--- config.mk ---
export PLATFORM = sky130hd
export DESIGN_NAME = cnt_arbiter
export DESIGN_NICKNAME = d
export VERILOG_FILES = /design/src/rtl/cnt_arbiter.sv
export SDC_FILE = /design/constraint.sdc
export NUM_CORES = 1
export LEC_CHECK = 0
export ABC_AREA = 1
export CAP_MARGIN = 40
export CORE_AREA = 2 2 58 60
export CTS_BUF_LIST = sky130_fd_sc_hd__clkbuf_4 sky130_fd_sc_hd__clkbuf_8
export DETAILED_ROUTE_END_ITERATION = 6
export DIE_AREA = 0 0 60 62
export PLACE_DENSITY = 0.81
export RECOVER_POWER = 25
export SETUP_SLACK_MARGIN = 0.15
export SYNTH_ARGS = -nofsm -noshare
export SYNTH_HDL_FRONTEND = slang
export SYNTH_SLANG_ARGS = --single-unit
--- constraint.sdc ---
create_clock -name clk -period 2 [get_ports clk]
set_clock_uncertainty 0.2 [all_clocks]
set_input_delay 0.4 -clock clk [delete_from_list [all_inputs] [get_ports clk]]
set_output_delay 0.4 -clock clk [all_outputs]
set_load 0.05 [all_outputs]
--- src/rtl/cnt_arbiter.sv ---
`default_nettype none
// ============================================================================
// Module   : cnt_arbiter
// Purpose  : Shares one CW-bit up-counter among NREQ requesters. A requester
//            raises req[i] with its terminal count on tgt[i*CW +: CW]. The
//            arbiter grants one requester at a time, round-robin. It counts
//            from 0 up to the latched target, pulses done[i] for one cycle,
//            and then releases the counter.
//
// Ports    : clk   in   rising-edge clock
//            rst   in   synchronous active-low reset
//            req   in   [NREQ]     per-requester request level (drop = abort)
//            tgt   in   [NREQ*CW]  per-requester terminal count
//            hold  in   freezes the counter while running
//            gnt   out  [NREQ]     registered one-hot grant, high for the run
//            busy  out  high while running or completing
//            cnt   out  [CW]       registered shared counter value
//            done  out  [NREQ]     registered one-cycle completion pulse
//
// Options  : CNT_ARB_PRIO0_EN - when defined, requester 0 has fixed highest
//            priority. Round-robin then rotates only over requesters
//            1..NREQ-1, and the pointer never rests on 0.
//
// Revision : 1.0  initial release
// ============================================================================
module cnt_arbiter #(
   parameter int NREQ = 4,
   parameter int CW   = 4
) (
   input  logic               clk,
   input  logic               rst,
   input  logic [NREQ-1:0]    req,
   input  logic [NREQ*CW-1:0] tgt,
   input  logic               hold,
   output logic [NREQ-1:0]    gnt,
   output logic               busy,
   output logic [CW-1:0]      cnt,
   output logic [NREQ-1:0]    done
);

   localparam int PW = (NREQ > 1) ? $clog2(NREQ) : 1;

   typedef enum logic [1:0] {
      S_IDLE = 2'd0,
      S_RUN  = 2'd1,
      S_DONE = 2'd2
   } state_t;

   state_t            state_q, state_d;
   logic [PW-1:0]     ptr_q, ptr_d;         // round-robin scan start
   logic [PW-1:0]     win_q, win_d;         // index of the current owner
   logic [CW-1:0]     tgt_lat_q, tgt_lat_d; // owner's target, frozen at grant
   logic [CW-1:0]     cnt_q, cnt_d;
   logic [NREQ-1:0]   gnt_q, gnt_d;
   logic [NREQ-1:0]   done_q, done_d;
   logic              busy_q, busy_d;

   // Arbitration result, valid only while idle
   logic              pick_vld;
   logic [PW-1:0]     pick_idx;
   logic [CW-1:0]     pick_tgt;

   // -------------------------------------------------------------------------
   // Pointer that follows a finished or aborted owner: the next requester
   // in circular order. With requester 0 prioritised, 0 is never a scan
   // start, so the pointer steps over it.
   // -------------------------------------------------------------------------
   function automatic logic [PW-1:0] ptr_after(input logic [PW-1:0] w);
      logic [PW-1:0] n;
      if (w == PW'(NREQ - 1)) begin
         n = '0;
      end else begin
         n = w + PW'(1);
      end
`ifdef CNT_ARB_PRIO0_EN
      if (n == '0) begin
         n = PW'(1);
      end
`endif
      return n;
   endfunction

   function automatic logic [NREQ-1:0] onehot(input logic [PW-1:0] i);
      logic [NREQ-1:0] v;
      v = '0;
      for (int k = 0; k < NREQ; k++) begin
         if (i == PW'(k)) begin
            v[k] = 1'b1;
         end
      end
      return v;
   endfunction

   // -------------------------------------------------------------------------
   // Winner selection: first set request at or after the pointer, wrapping.
   // -------------------------------------------------------------------------
   always_comb begin : p_pick
      int idx;
`ifdef CNT_ARB_PRIO0_EN
      int base;
`endif
      pick_vld = 1'b0;
      pick_idx = '0;
      idx      = 0;
`ifdef CNT_ARB_PRIO0_EN
      base     = 1;
      if (req[0]) begin
         pick_vld = 1'b1;
      end else begin
         // A reset pointer of 0 means "start at 1" in this mode
         base = (ptr_q == '0) ? 1 : int'(ptr_q);
         for (int k = 0; k < NREQ - 1; k++) begin
            idx = 1 + ((base - 1 + k) % (NREQ - 1));
            if (!pick_vld && req[PW'(idx)]) begin
               pick_vld = 1'b1;
               pick_idx = PW'(idx);
            end
         end
      end
`else
      for (int k = 0; k < NREQ; k++) begin
         idx = (int'(ptr_q) + k) % NREQ;
         if (!pick_vld && req[PW'(idx)]) begin
            pick_vld = 1'b1;
            pick_idx = PW'(idx);
         end
      end
`endif
   end

   // Target field of the chosen requester
   always_comb begin : p_pick_tgt
      pick_tgt = '0;
      for (int k = 0; k < NREQ; k++) begin
         if (pick_idx == PW'(k)) begin
            pick_tgt = tgt[k*CW +: CW];
         end
      end
   end

   // -------------------------------------------------------------------------
   // Next-state and output logic
   // -------------------------------------------------------------------------
   always_comb begin : p_next
      state_d   = state_q;
      ptr_d     = ptr_q;
      win_d     = win_q;
      tgt_lat_d = tgt_lat_q;
      cnt_d     = cnt_q;
      gnt_d     = gnt_q;
      busy_d    = busy_q;
      done_d    = '0;

      case (state_q)
         S_IDLE: begin
            gnt_d  = '0;
            busy_d = 1'b0;
            cnt_d  = '0;
            if (pick_vld) begin
               state_d   = S_RUN;
               win_d     = pick_idx;
               tgt_lat_d = pick_tgt;
               gnt_d     = onehot(pick_idx);
               busy_d    = 1'b1;
            end
         end

         S_RUN: begin
            if (!req[win_q]) begin
               // Owner withdrew: release without a completion pulse
               state_d = S_IDLE;
               gnt_d   = '0;
               busy_d  = 1'b0;
               cnt_d   = '0;
               ptr_d   = ptr_after(win_q);
            end else if (hold) begin
               cnt_d = cnt_q;
            end else if (cnt_q == tgt_lat_q) begin
               // Terminal value reached; the counter keeps showing it
               // through the completion cycle and never wraps.
               state_d = S_DONE;
               gnt_d   = '0;
               done_d  = onehot(win_q);
            end else begin
               cnt_d = cnt_q + CW'(1);
            end
         end

         S_DONE: begin
            state_d = S_IDLE;
            gnt_d   = '0;
            busy_d  = 1'b0;
            cnt_d   = '0;
            ptr_d   = ptr_after(win_q);
         end

         default: begin
            state_d = S_IDLE;
            gnt_d   = '0;
            busy_d  = 1'b0;
            cnt_d   = '0;
         end
      endcase
   end

   // -------------------------------------------------------------------------
   // State registers
   // -------------------------------------------------------------------------
   always_ff @(posedge clk) begin : p_regs
      if (!rst) begin
         state_q   <= S_IDLE;
         ptr_q     <= '0;
         win_q     <= '0;
         tgt_lat_q <= '0;
         cnt_q     <= '0;
         gnt_q     <= '0;
         done_q    <= '0;
         busy_q    <= 1'b0;
      end else begin
         state_q   <= state_d;
         ptr_q     <= ptr_d;
         win_q     <= win_d;
         tgt_lat_q <= tgt_lat_d;
         cnt_q     <= cnt_d;
         gnt_q     <= gnt_d;
         done_q    <= done_d;
         busy_q    <= busy_d;
      end
   end

   assign gnt  = gnt_q;
   assign busy = busy_q;
   assign cnt  = cnt_q;
   assign done = done_q;

endmodule
`default_nettype wire

==> metrics <==
global-route wire length before repair=6.044 mm; CTS Buf Count=3; Adder-Cell Fraction of Synth Area=0.05618; crit path cell chain=buf_12 > inv_8 > nand2_1 > nand2_2 > nand2_2 > nand2_2 > nor2_4 > nand2_2 > nor2_4 > inv_4 > nand2_8 > nand3_1 > nand3_1 > nand2_1 > a21oi_2; Final GP Congestion=0.8543; Commonest cells post-synth=nand2_1 (62), inv_1 (26), dfxtp_1 (23); Die Area=0.003720 mm2; DP Area=0.002038 mm2; Least-Margin Pin Slew=591.9 ps; layout cells sized above 1=0.3636; Final setup viols=5; Worst-path clk slew=140 ps; total number of vias=1617; area grow syn2layout=39.57%; grt met1 use=0.2651; Final nets=306; post-DP HPWL=2.677 mm; Crit-path slowest cell=dfxtp_2; RSZ-0062 raised after global routing=true; CP delay by family, top=simple AND/OR/NAND/NOR gates; drt pass-1 iters=4; Hold Vio Cnt, Final=0; Worst Path Required=2070 ps; mux contribution to synthesized area=0; ys flop type=dfxtp_1; io pins=36; CTS Buffer Depth=2; CP arrival=2080 ps; reg2reg start=ptr_q[0]; Top cell by count, worst path=nand2_2; Pwr Total=3.243 mW; XOR/XNOR share of the synthesized area=0.02809; vias in the first global route=1449; Rows=21; failing checks=setup timing; clock sink count=23; Syn Area/Cell=7.022 um2; min-delay src=gnt[2]; post-route ant nets=0; Worst Path Buf+Inv=3; final wirelength=3.709 mm; VDD IR max=0.8623 mV; DR iter-0 viols=40; Seq cells post-synth=23; Synth Net Count=252; Die W=60 um; Vias/cell=5.037; gr usage total=0.2149; Period Utilization, post-route=1.007; min cycle time layout=2014 ps; CP Max Fanout=10; Worst Hold Path Cells=2; Crit. End Element=flip-flop; GR Layer Usage met2=0.3742; Seq/Total Area, Yosys=0.2953; synthesized instance count=222; number of synthesized flops with an enable pin=0; Synth Area in Compound Gates=0.1100; Worst setup SP type=flip-flop; Root Buffer=clkbuf_4; share of synthesized flip-flops with an asynchronous set or reset=0; top cells by area, synth=dfxtp_1 (30%), nand2_1 (15%), nand3_1 (6.4%), inv_1 (6.3%), ha_1 (5.6%); reg-to-reg critical path endpoint=tgt_lat_q[0]; Core ar.=0.003179 mm2; peak per-stage delay on the critical path=360 ps; slew margin rel.=0.6071; Die Height=62 um; I/O Buffers=35; largest net degree at the start of global routing=14; FF-to-FF path depth=15; Synth Area in Simple Gates=0.4109; GR peak layer=met2; area leader, netlist=dfxtp_1; Min-Delay Path Class=flip-flop to flip-flop; largest family of logic cells by synthesized area=simple AND/OR/NAND/NOR gates; H-tree levels=1; Synth cell types=31; Inserted Diodes=0; post-layout worst setup margin=-14.35 ps; worst hold path endpoint=gnt[2]; static leakage=0.9797 nW; synth warn=0; critical path type=flip-flop to flip-flop; met3 Use GR=0.03313; status=finished with violations; top-area cell type share of the netlist area=0.2953; DRC violations left=0; TritonCTS clock tree=done; count leader, synth=nand2_1; global route total overflow=0; maximum clock frequency=0.4964 GHz; post-route cell area=0.002176 mm2; power density cells=1490 mW/mm2; clk_lat worst skew=330 ps; Pins Over Slew Limit=0; FF-to-FF setup slack=-10 ps; Initial Util=0.4904; wire per inst=11.55 um; initial antenna violation count=0; # Max-Cap Violations=0; Synth Cell Area=0.001559 mm2
## flip-flops by register name (all words and copies together), names as in the netlist
register	cells
done	4
busy	1
gnt	4
win_q	2
tgt_lat_q	4
state_q	2
cnt	4
ptr_q	2
## kinds of logic (layout without fill, tap and decap cells)
| kind of cell | after synthesis | count (layout) |
|---|---|---|
| adders and majority gates | 7 | 7 |
| AOI/OAI and AO/OA | 27 | 27 |
| xor gates and xnor gates | 5 | 5 |
| buffers and inverters | 34 | 86 |
| DFF | 23 | 23 |
| and+or+nand+nor | 126 | 127 |
## routing by layer
layer  part of all wire  vias up
li1                   -      813
met1               0.44      742
met2               0.50       53
met3              0.040        9
met4              0.018        0
met5                  0        -
## placed cells by master (no fill, tap or decap), drive strengths merged
master         instances
nand2                 73
clkbuf                 8
o21ai                  7
or2                    3
clkinv                 1
xnor2                  4
nor3                   1
nand4                  2
nor3b                  1
xor2                   1
nand3                 26
nor2                  21
a21oi                 17
clkdlybuf4s50         18
ha                     7
inv                   31
dlymetal6s2s           1
buf                   24
a211oi                 3
dfxtp                 23
dlygate4sd2            3
## worst min-delay path: stages, from the launching register on
cell and delay (ps):
dfxtp_1 340, nand2_1 60, a21oi_1 50
## through the flow
step                      TNS [ps]    util  hold WS [ps]  cells  setup WS, ps
after global routing         -1622  0.6844         306.8    321        -198.6
after CTS                   -13.08  0.6738         288.5    320        -8.000
after floorplan                  0       -         255.5    222         161.6
final                       -46.68  0.6844         286.8    321        -14.35
after detailed placement     -6929  0.6411         268.9    315        -422.1
after global placement       -6247  0.6411         266.1    315        -387.8
## report_power, final
part           total, mW  internal (mW)  leakage [nW]  switching [mW]
sequential         0.662          0.578         0.191          0.0839
clock              0.231         0.0753        0.0177           0.156
combinational       2.35          0.900         0.771            1.45
## worst max-delay path by stage
stage,slack [ps],cells after the start,from,end
final,-10,15,ptr_q[0],tgt_lat_q[0]
after CTS,-8,15,ptr_q[0],tgt_lat_q[3]
after detailed placement,-420,13,req[3],gnt[1]
after global routing,-200,15,ptr_q[0],tgt_lat_q[0]
after floorplan,160,8,cnt[0],gnt[0]
after global placement,-390,16,req[3],tgt_lat_q[0]
## layout make-up
| class | count | area, um2 |
|---|---|---|
| timing repair buffer | 51 | 434.2 |
| inverter | 31 | 136.4 |
| clock buffer | 3 | 22.52 |
| clock inverter | 1 | 5.005 |
| fill | 260 | 1003 |
| tap | 46 | 57.56 |
| sequential | 23 | 470.5 |
| multi-input combinational | 166 | 1050 |
## timing repair
item / in CTS / in global routing
pin swaps: 9 / 5
setup endpoints to repair: 19 / 23
gates resized for setup: 26 / 17
hold buffers: 0 / 0
gates cloned: 1 / 0
setup buffers: 0 / 1
Note: power is estimated with default switching activity, not from simulation.
